===== config.mk =====
export PLATFORM = sky130hd
export DESIGN_NAME = mux_arb_2x1
export DESIGN_NICKNAME = d
export VERILOG_FILES = /design/src/rtl/mux_arb_2x1.sv
export SDC_FILE = /design/constraint.sdc
export NUM_CORES = 1
export LEC_CHECK = 0
export CAP_MARGIN = 20
export CORE_UTILIZATION = 36
export DETAILED_ROUTE_END_ITERATION = 10
export GPL_TIMING_DRIVEN = 0
export PLACE_DENSITY = 0.82
export SLEW_MARGIN = 20
export SYNTH_ARGS = -nofsm -noshare
export SYNTH_HDL_FRONTEND = slang
export SYNTH_SLANG_ARGS = --single-unit

===== constraint.sdc =====
create_clock -name clk -period 1.4 [get_ports clk]
set_clock_uncertainty 0.15 [all_clocks]
set_input_delay 0.28 -clock clk [delete_from_list [all_inputs] [get_ports clk]]
set_output_delay 0.28 -clock clk [all_outputs]
set_load 0.01 [all_outputs]

===== src/rtl/mux_arb_2x1.sv =====
// Two-source round-robin arbiter feeding a one-entry registered output stage.
// Optional packet locking is compiled in with MUX_ARB_2X1_LOCK_EN.
module mux_arb_2x1 #(
  parameter int unsigned W = 8
) (
  input  logic         clk,
  input  logic         rst_n,
  input  logic [W-1:0] a,
  input  logic         a_valid,
  output logic         a_ready,
  input  logic [W-1:0] b,
  input  logic         b_valid,
  output logic         b_ready,
`ifdef MUX_ARB_2X1_LOCK_EN
  input  logic         a_last,
  input  logic         b_last,
  output logic         y_last,
`endif
  output logic [W-1:0] y,
  output logic         y_valid,
  input  logic         y_ready,
  output logic         sl_1
);

  localparam logic SEL_A = 1'b0;
  localparam logic SEL_B = 1'b1;

  logic last_gnt;
  logic free_c;
  logic allow_a;
  logic allow_b;
  logic elig_a;
  logic elig_b;
  logic grant_a;
  logic grant_b;
  logic accept;

`ifdef MUX_ARB_2X1_LOCK_EN
  typedef enum logic [1:0] {
    IDLE   = 2'd0,
    LOCK_A = 2'd1,
    LOCK_B = 2'd2
  } state_t;

  state_t state;
  state_t state_nxt;

  // State register
  always_ff @(posedge clk or negedge rst_n) begin
    if (!rst_n) begin
      state <= IDLE;
    end else begin
      state <= state_nxt;
    end
  end

  // A non-last beat opens a packet; the last beat of the locked source closes it
  always_comb begin
    state_nxt = state;
    case (state)
      IDLE: begin
        if (grant_a && !a_last) begin
          state_nxt = LOCK_A;
        end else if (grant_b && !b_last) begin
          state_nxt = LOCK_B;
        end
      end
      LOCK_A:  if (grant_a && a_last) state_nxt = IDLE;
      LOCK_B:  if (grant_b && b_last) state_nxt = IDLE;
      default: state_nxt = IDLE;
    endcase
  end

  // Locked state masks the other source out of arbitration
  always_comb begin
    allow_a = 1'b1;
    allow_b = 1'b1;
    case (state)
      LOCK_A:  allow_b = 1'b0;
      LOCK_B:  allow_a = 1'b0;
      default: ;
    endcase
  end
`else
  assign allow_a = 1'b1;
  assign allow_b = 1'b1;
`endif

  // Arbitration: ready never looks at data, only handshakes and state
  always_comb begin
    free_c  = !y_valid || y_ready;
    elig_a  = a_valid && free_c && allow_a;
    elig_b  = b_valid && free_c && allow_b;
    grant_a = elig_a && (!elig_b || (last_gnt == SEL_B));
    grant_b = elig_b && !grant_a;
    accept  = grant_a || grant_b;
  end

  assign a_ready = grant_a;
  assign b_ready = grant_b;

  // Output stage and round-robin pointer
  always_ff @(posedge clk or negedge rst_n) begin
    if (!rst_n) begin
      y        <= '0;
      y_valid  <= 1'b0;
      sl_1     <= SEL_A;
      last_gnt <= SEL_B;
`ifdef MUX_ARB_2X1_LOCK_EN
      y_last   <= 1'b0;
`endif
    end else begin
      if (accept) begin
        y        <= grant_b ? b : a;
        y_valid  <= 1'b1;
        sl_1     <= grant_b ? SEL_B : SEL_A;
        last_gnt <= grant_b ? SEL_B : SEL_A;
`ifdef MUX_ARB_2X1_LOCK_EN
        y_last   <= grant_b ? b_last : a_last;
`endif
      end else if (y_valid && y_ready) begin
        y_valid <= 1'b0;
      end
    end
  end

endmodule


==> results of run 1 <==
==> cell type report <==
type / instances / area (sq um) / area share
timing repair buffer: 40 / 364 / 0.362
tap: 15 / 18.8 / 0.0187
sequential: 11 / 277 / 0.275
buffer: 1 / 11.3 / 0.0112
inverter: 18 / 67.6 / 0.0672
multi-input combinational: 28 / 241 / 0.240
clock buffer: 4 / 26.3 / 0.0261
==> per-layer routing <==
layer  share of wire  global-route usage  up-vias
met5               0                   0        -
met4          0.0073              0.0968        0
met3           0.064              0.0391        2
met2            0.52               0.366       21
met1            0.41               0.245      285
li1                -                   -      284
==> metrics by stage <==
| step | utilization | TNS, ns | hold WS (ns) |
|---|---|---|---|
| CTS | 0.694 | -0.416 | 0.213 |
| floorplan | - | 0 | -0.166 |
| global route | 0.728 | -0.562 | 0.225 |
| detailed placement | 0.652 | -3.74 | 0.364 |
| global placement | 0.652 | -3.36 | 0.353 |
| finish | 0.728 | -0.429 | 0.199 |
==> logic make-up (layout without fill, tap and decap cells) <==
| kind of cell | after synthesis | in the layout | share of synthesized area |
|---|---|---|---|
| buf+inv | 19 | 63 | 0.140 |
| flops | 11 | 11 | 0.491 |
| simple gates | 8 | 8 | 0.133 |
| compound gates | 20 | 20 | 0.236 |
==> what timing repair did <==
item / CTS / global route
buffers inserted: 6 / 3
endpoints found under the setup margin: 12 / 14
endpoints found under the hold margin: 0 / 0
pin swaps: 2 / 2
resized for setup: 28 / 11
==> path summary, 6_finish.rpt <==
path | end | start | depth (start not counted) | slack (ns)
max | a_ready | last_gnt | 4 | -0.22
min | y[0] | rst_n | 1 | 0.20
max reg2reg | y[1] | last_gnt | 4 | 0.03
min reg2reg | y[1] | y[1] | 2 | 0.37
max in group asynchronous | last_gnt | rst_n | 1 | 0.54
min in group clk | last_gnt | a_valid | 2 | 0.35
==> power breakdown <==
| part | switching [mW] | internal (mW) | leakage (nW) |
|---|---|---|---|
| Combinational | 0.152 | 0.197 | 0.357 |
| Clock | 0.112 | 0.110 | 0.0150 |
| Sequential | 0.0344 | 0.376 | 0.130 |
==> layout by cell type, fill, tap and decap left out <==
cell type and n:
inv_1 17, clkdlybuf4s50_1 17, dfrtp_1 10, dlygate4sd2_1 9
buf_4 7, o21ai_0 6, o221ai_1 5, buf_6 3
o221ai_2 3, clkbuf_4 3, clkdlybuf4s15_1 3, nand2b_4 2
nand3_4 2, nand2_1 2, a21oi_1 2, a31oi_1 2
buf_2 2, inv_2 1, and2b_4 1, nor2_2 1
o21ai_2 1, o21ai_1 1, clkbuf_1 1, dfstp_2 1
==> worst max-delay path, stage by stage, from the launching register on <==
cell	delay, ns
dfstp_2	0.55
nand2b_4	0.14
nand3_4	0.08
inv_2	0.07
buf_6	0.09
==> registers in the layout, indices dropped and copies added (netlist names) <==
signal / cells
sl_1: 1
last_gnt: 1
y_valid: 1
y: 8
==> results by group, run 1 <==
Route
  – Avg WL per Cell: 14.1 um
  – Via count: 592
  – Starting DRT DRC Count: 19
  – Vias/cell: 5.06
  – Drt drc: 0
  – Final WL: roughly 1600 um
  – Detail Route Antenna Nets: 0
  – 1st-pass router iterations: 4

Synthesis
  – Seq/Total Area, Yosys: 0.491
  – Syn avg cell area: 9.71 sq um
  – Yosys warning count: 0
  – Main synth FF type: dfrtp_1
  – Count leader, synth: inv_1
  – Net count after synthesis: a little under 80
  – Number of synthesized register bits: 11
  – Distinct cells, synth: 13
  – Synth cell count leaders: inv_1, dfrtp_1, o21ai_0, o221ai_1
  – Cell count after synthesis: 58
  – Number of flops mapped to enable cells by yosys: 0
  – Post-synth top area cell: dfrtp_1
  – Async set-reset flop share out of synthesis: 1.00
  – Post-synth top area share: 0.444
  – Synthesized area: 563 sq um
  – Synth area leaders: dfrtp_1, o221ai_1, inv_1, o21ai_0, nand3_4

Final layout
  – Ant. Diodes: 0
  – Final #Nets: 124
  – Non-Filler Instances: 117
  – Post-route cell area: between 1000 and 1500 sq um
  – Filler cells: about 110
  – Area growth from synthesis to layout: 78.7%
  – Share of layout cells above drive strength 1: 0.265

Global route
  – Initial antenna violation count: 0
  – Vias in the first global route: 606
  – Pin count of the biggest net entering global routing: 12
  – GRT overflow: 0
  – First-pass GRT wire length: 2740 um
  – Total track usage: 0.209

Floorplan
  – Initial Util: 0.407
  – # rows: 13
  – CORE AREA: 1380 sq um
  – Die height: 41.5 um
  – I/O pin count: 33
  – Die width: 41.5 um
  – Die area: between 1500 and 2000 sq um

Critical path
  – Maximum fanout along the worst path: 3
  – Data required time of the worst path: 0.97 ns
  – Critical path data arrival time: 1.19 ns
  – Setup CP Type: register to output port
  – Worst Setup Start Kind: register
  – CP Capture Type: output port

Place
  – Placer congestion estimate: 0.700
  – Dpl cells: around 110
  – DP Wirelength: 1060 um
  – Placed cell area: 902 sq um
  – Setup WS pre-CTS: -0.772 ns
  – IO buf count: 32

Timing
  – Final Max Tran Viols: 0
  – Tcrit/Tclk final: 1.16
  – Slew @ Worst Pin: 0.515 ns
  – Final setup viols: 2
  – Minimum clock period: 1.62 ns
  – Unrepaired setup endpoints after global routing: yes
  – Slew headroom: 0.655
  – Fmax: 617 MHz
  – Final hold vios: 0
  – Final WS setup: -0.220 ns

CTS
  – Clock Tree Root: clkbuf_4
  – Clk pin slew, worst setup/hold paths: approximately 0.080 ns
  – Post-CTS Hold Fix Bufs: 0
  – Clock Latency Late Sink: 0.26 ns
  – TritonCTS buffer count: 3
  – Clk sink count: 11
  – CTS tree: built
  – H-tree depth: 1
  – Clk buf depth: 2

Power
  – PwrDens: 976 nW/um^2
  – Peak VDD IR: 0.000555 V
  – Final Total Pwr: 0.982 mW
  – Leakage: 0.502 nW

Min path
  – Worst Hold Class: input pin to asynchronous set/reset pin

Run status
  – Status: complete, but fails checks
  – Violated checks: negative setup slack

Flow run
  – MaxCap Viol Count: 0
(Power assumes the default switching activity.)
==> inputs of run 2 (changes only) <==
--- a/config.mk
+++ b/config.mk
@@ -6,10 +6,11 @@
 export NUM_CORES = 1
 export LEC_CHECK = 0
 export CAP_MARGIN = 20
-export CORE_UTILIZATION = 36
+export CORE_UTILIZATION = 38
+export CTS_BUF_LIST = sky130_fd_sc_hd__clkbuf_8
 export DETAILED_ROUTE_END_ITERATION = 10
 export GPL_TIMING_DRIVEN = 0
-export PLACE_DENSITY = 0.82
+export PLACE_DENSITY = 0.86
 export SLEW_MARGIN = 20
 export SYNTH_ARGS = -nofsm -noshare
 export SYNTH_HDL_FRONTEND = slang
==> constraint.sdc (replaced) <==
create_clock -name clk -period 1.4 [get_ports clk]
set_clock_uncertainty 0.15 [all_clocks]
set_input_delay 0.28 -clock clk [delete_from_list [all_inputs] [get_ports clk]]
set_output_delay 0.28 -clock clk [all_outputs]
set_load 0.1 [all_outputs]
==> run 2 against run 1 <==
  * The flow still finishes with violations (negative setup slack)
  * Total power grew 48%
  * Worst setup slack got worse by 0.076 ns
  * Sequential share of layout area up 0.83 points
  * Sequential power about the same
  * Utilization rose by 1.4 points
  * Wire length down 3.8%
  * Flip-flop and latch count stayed put
  * Critical path type unchanged
  * Critical endpoint unchanged
==> results by group, run 2 (synthesized netlist as in run 1, its figures left out) <==
Route
  – Avg WL per Cell: 14.1 um
  – Met2 WL post-DR: 794 um
  – 1st-pass router iterations: 4
  – Starting DRT DRC Count: 5
  – Detail Route Antenna Nets: 0
  – Final WL: 1580 um
  – Via count: 568
  – Drt drc: 0
  – Uppermost layer routed: met4
  – Vias/cell: 5.07
  – Wl on met1: 664 um
  – Routed length on met3: 97 um

Critical path
  – Slowest Stage Delay on Critical Path: 0.54 ns
  – Critical path data arrival time: roughly 1.3 ns
  – CP cell instances: nand2b_4, nand3_4, clkinvlp_4, buf_12
  – Setup CP Type: register to output port
  – Slowest cell on crit path: dfstp_2
  – CP Capture Type: output port
  – Data required time of the worst path: 0.97 ns
  – Worst Setup Start Kind: register
  – Maximum fanout along the worst path: 3

Global route
  – GRT overflow: 0
  – Vias in the first global route: about 530
  – Initial antenna violation count: 0
  – Pin count of the biggest net entering global routing: 12
  – First-pass GRT wire length: 2270 um
  – Total track usage: 0.221

Floorplan
  – I/O pin count: 33
  – # rows: 13
  – CORE AREA: 1330 sq um
  – Initial Util: 0.422
  – Die width: approximately 40 um
  – Die area: 1640 sq um
  – Die height: 40.5 um

Final layout
  – Area growth from synthesis to layout: 75.8%
  – Ant. Diodes: 0
  – Non-Filler Instances: 112
  – Share of layout cells above drive strength 1: 0.320
  – Reg area: ~280 sq um
  – Most frequent cells in the layout: clkdlybuf4s50_1, inv_1, buf_4
  – Final #Nets: 119
  – Core Util, Final: 0.742
  – Filler cells: 97
  – Max reg flops: 8
  – Top reg by flops: y
  – Multi-input logic area: around 220 sq um
  – Post-route cell area: 990 sq um
  – Most common cell after layout, fill and taps aside: clkdlybuf4s50_1

Power
  – PwrDens: 1470 nW/um^2
  – Peak VDD IR: 0.00101 V
  – Leakage: 0.475 nW

Timing
  – Final hold vios: 0
  – Slew headroom: 0.666
  – Setup TNS: -0.579 ns
  – Unrepaired setup endpoints after global routing: yes
  – Slew @ Worst Pin: between 0.4 and 0.5 ns
  – Worst hold-check slack: 0.226 ns
  – Minimum clock period: 1.70 ns
  – Final WS setup: -0.296 ns
  – Tcrit/Tclk final: 1.21
  – Final setup viols: 2
  – Fmax: 590 MHz
  – Final Max Tran Viols: 0

Place
  – Placer congestion estimate: between 0.6 and 0.7
  – IO buf count: 32
  – DP Wirelength: roughly 1100 um
  – Placed cell area: just over 900 sq um
  – Dpl cells: 105

Flow run
  – MaxCap Viol Count: 0

Run status
  – Status: complete, but fails checks
  – Violated checks: negative setup slack

CTS
  – Clk pin slew, worst setup/hold paths: 0.05 ns
  – CTS tree: built
  – H-tree depth: 1
  – Clock Latency Late Sink: ~0.24 ns
  – Clock Tree Root: clkbuf_8
  – Clk buf depth: 2
  – Post-CTS Hold Fix Bufs: 0
  – Clk sink count: 11
  – TritonCTS buffer count: 3

Min path
  – Worst Hold Class: input pin to asynchronous set/reset pin
[run 2: cell types whose count changed in the layout (fill, tap and decap cells not counted), sizes merged, moves of 2 or more]
cell / delta
dlygate4sd2: -6
buf: +4
clkdlybuf4s15: -3
clkinvlp: +2
inv: -2
[run 2: layer usage]
metal / vias up / global-route usage
met5: - / 0
met4: 0 / 0.125
met3: 4 / 0.0333
met2: 20 / 0.373
met1: 265 / 0.265
li1: 279 / -
[run 2: cell type report]
cell class	count	area share
timing repair buffer	36	0.349
sequential	11	0.283
multi-input combinational	28	0.226
inverter	18	0.0759
clock buffer	3	0.0417
tap	15	0.0190
clock inverter	1	0.00506
[run 2: path summary, 6_finish.rpt]
check / from / to / slack, ns / depth (start not counted)
max: last_gnt / a_ready / -0.30 / 4
max reg2reg: last_gnt / y[3] / 0.03 / 4
min in group clk: y[4] / y[4] / 0.35 / 2
min reg2reg: y[4] / y[4] / 0.35 / 2
min: rst_n / y[1] / 0.23 / 1
max in group asynchronous: rst_n / y_valid / 0.50 / 1
[run 2: report_power, final]
group	switching, mW	leakage, nW	internal (mW)	total, mW
clock network	0.127	0.0255	0.196	0.323
registers	0.0309	0.130	0.378	0.409
logic	0.517	0.319	0.202	0.719
total	0.675	0.475	0.776	1.45
[run 2: critical path, delay by kind of cell (launching register included)]
| kind | cells | cell delay [ns] |
|---|---|---|
| simple gates | 2 | 0.22 |
| buf+inv | 2 | 0.26 |
| flops | 1 | 0.54 |
[run 2: what timing repair did]
item | CTS | global route
setup endpoints to repair | 15 | 8
pin swaps | 2 | 1
gates resized for setup | 83 | 1
buffers inserted | 4 | 1
[run 2: metrics by stage]
stage | setup WS [ns] | power [mW]
final | -0.296 | 1.45
after global routing | -0.342 | 1.50
after CTS | -0.291 | 1.45
after detailed placement | -1.39 | 1.11
after global placement | -1.38 | 1.10
after floorplan | -0.363 | 0.909
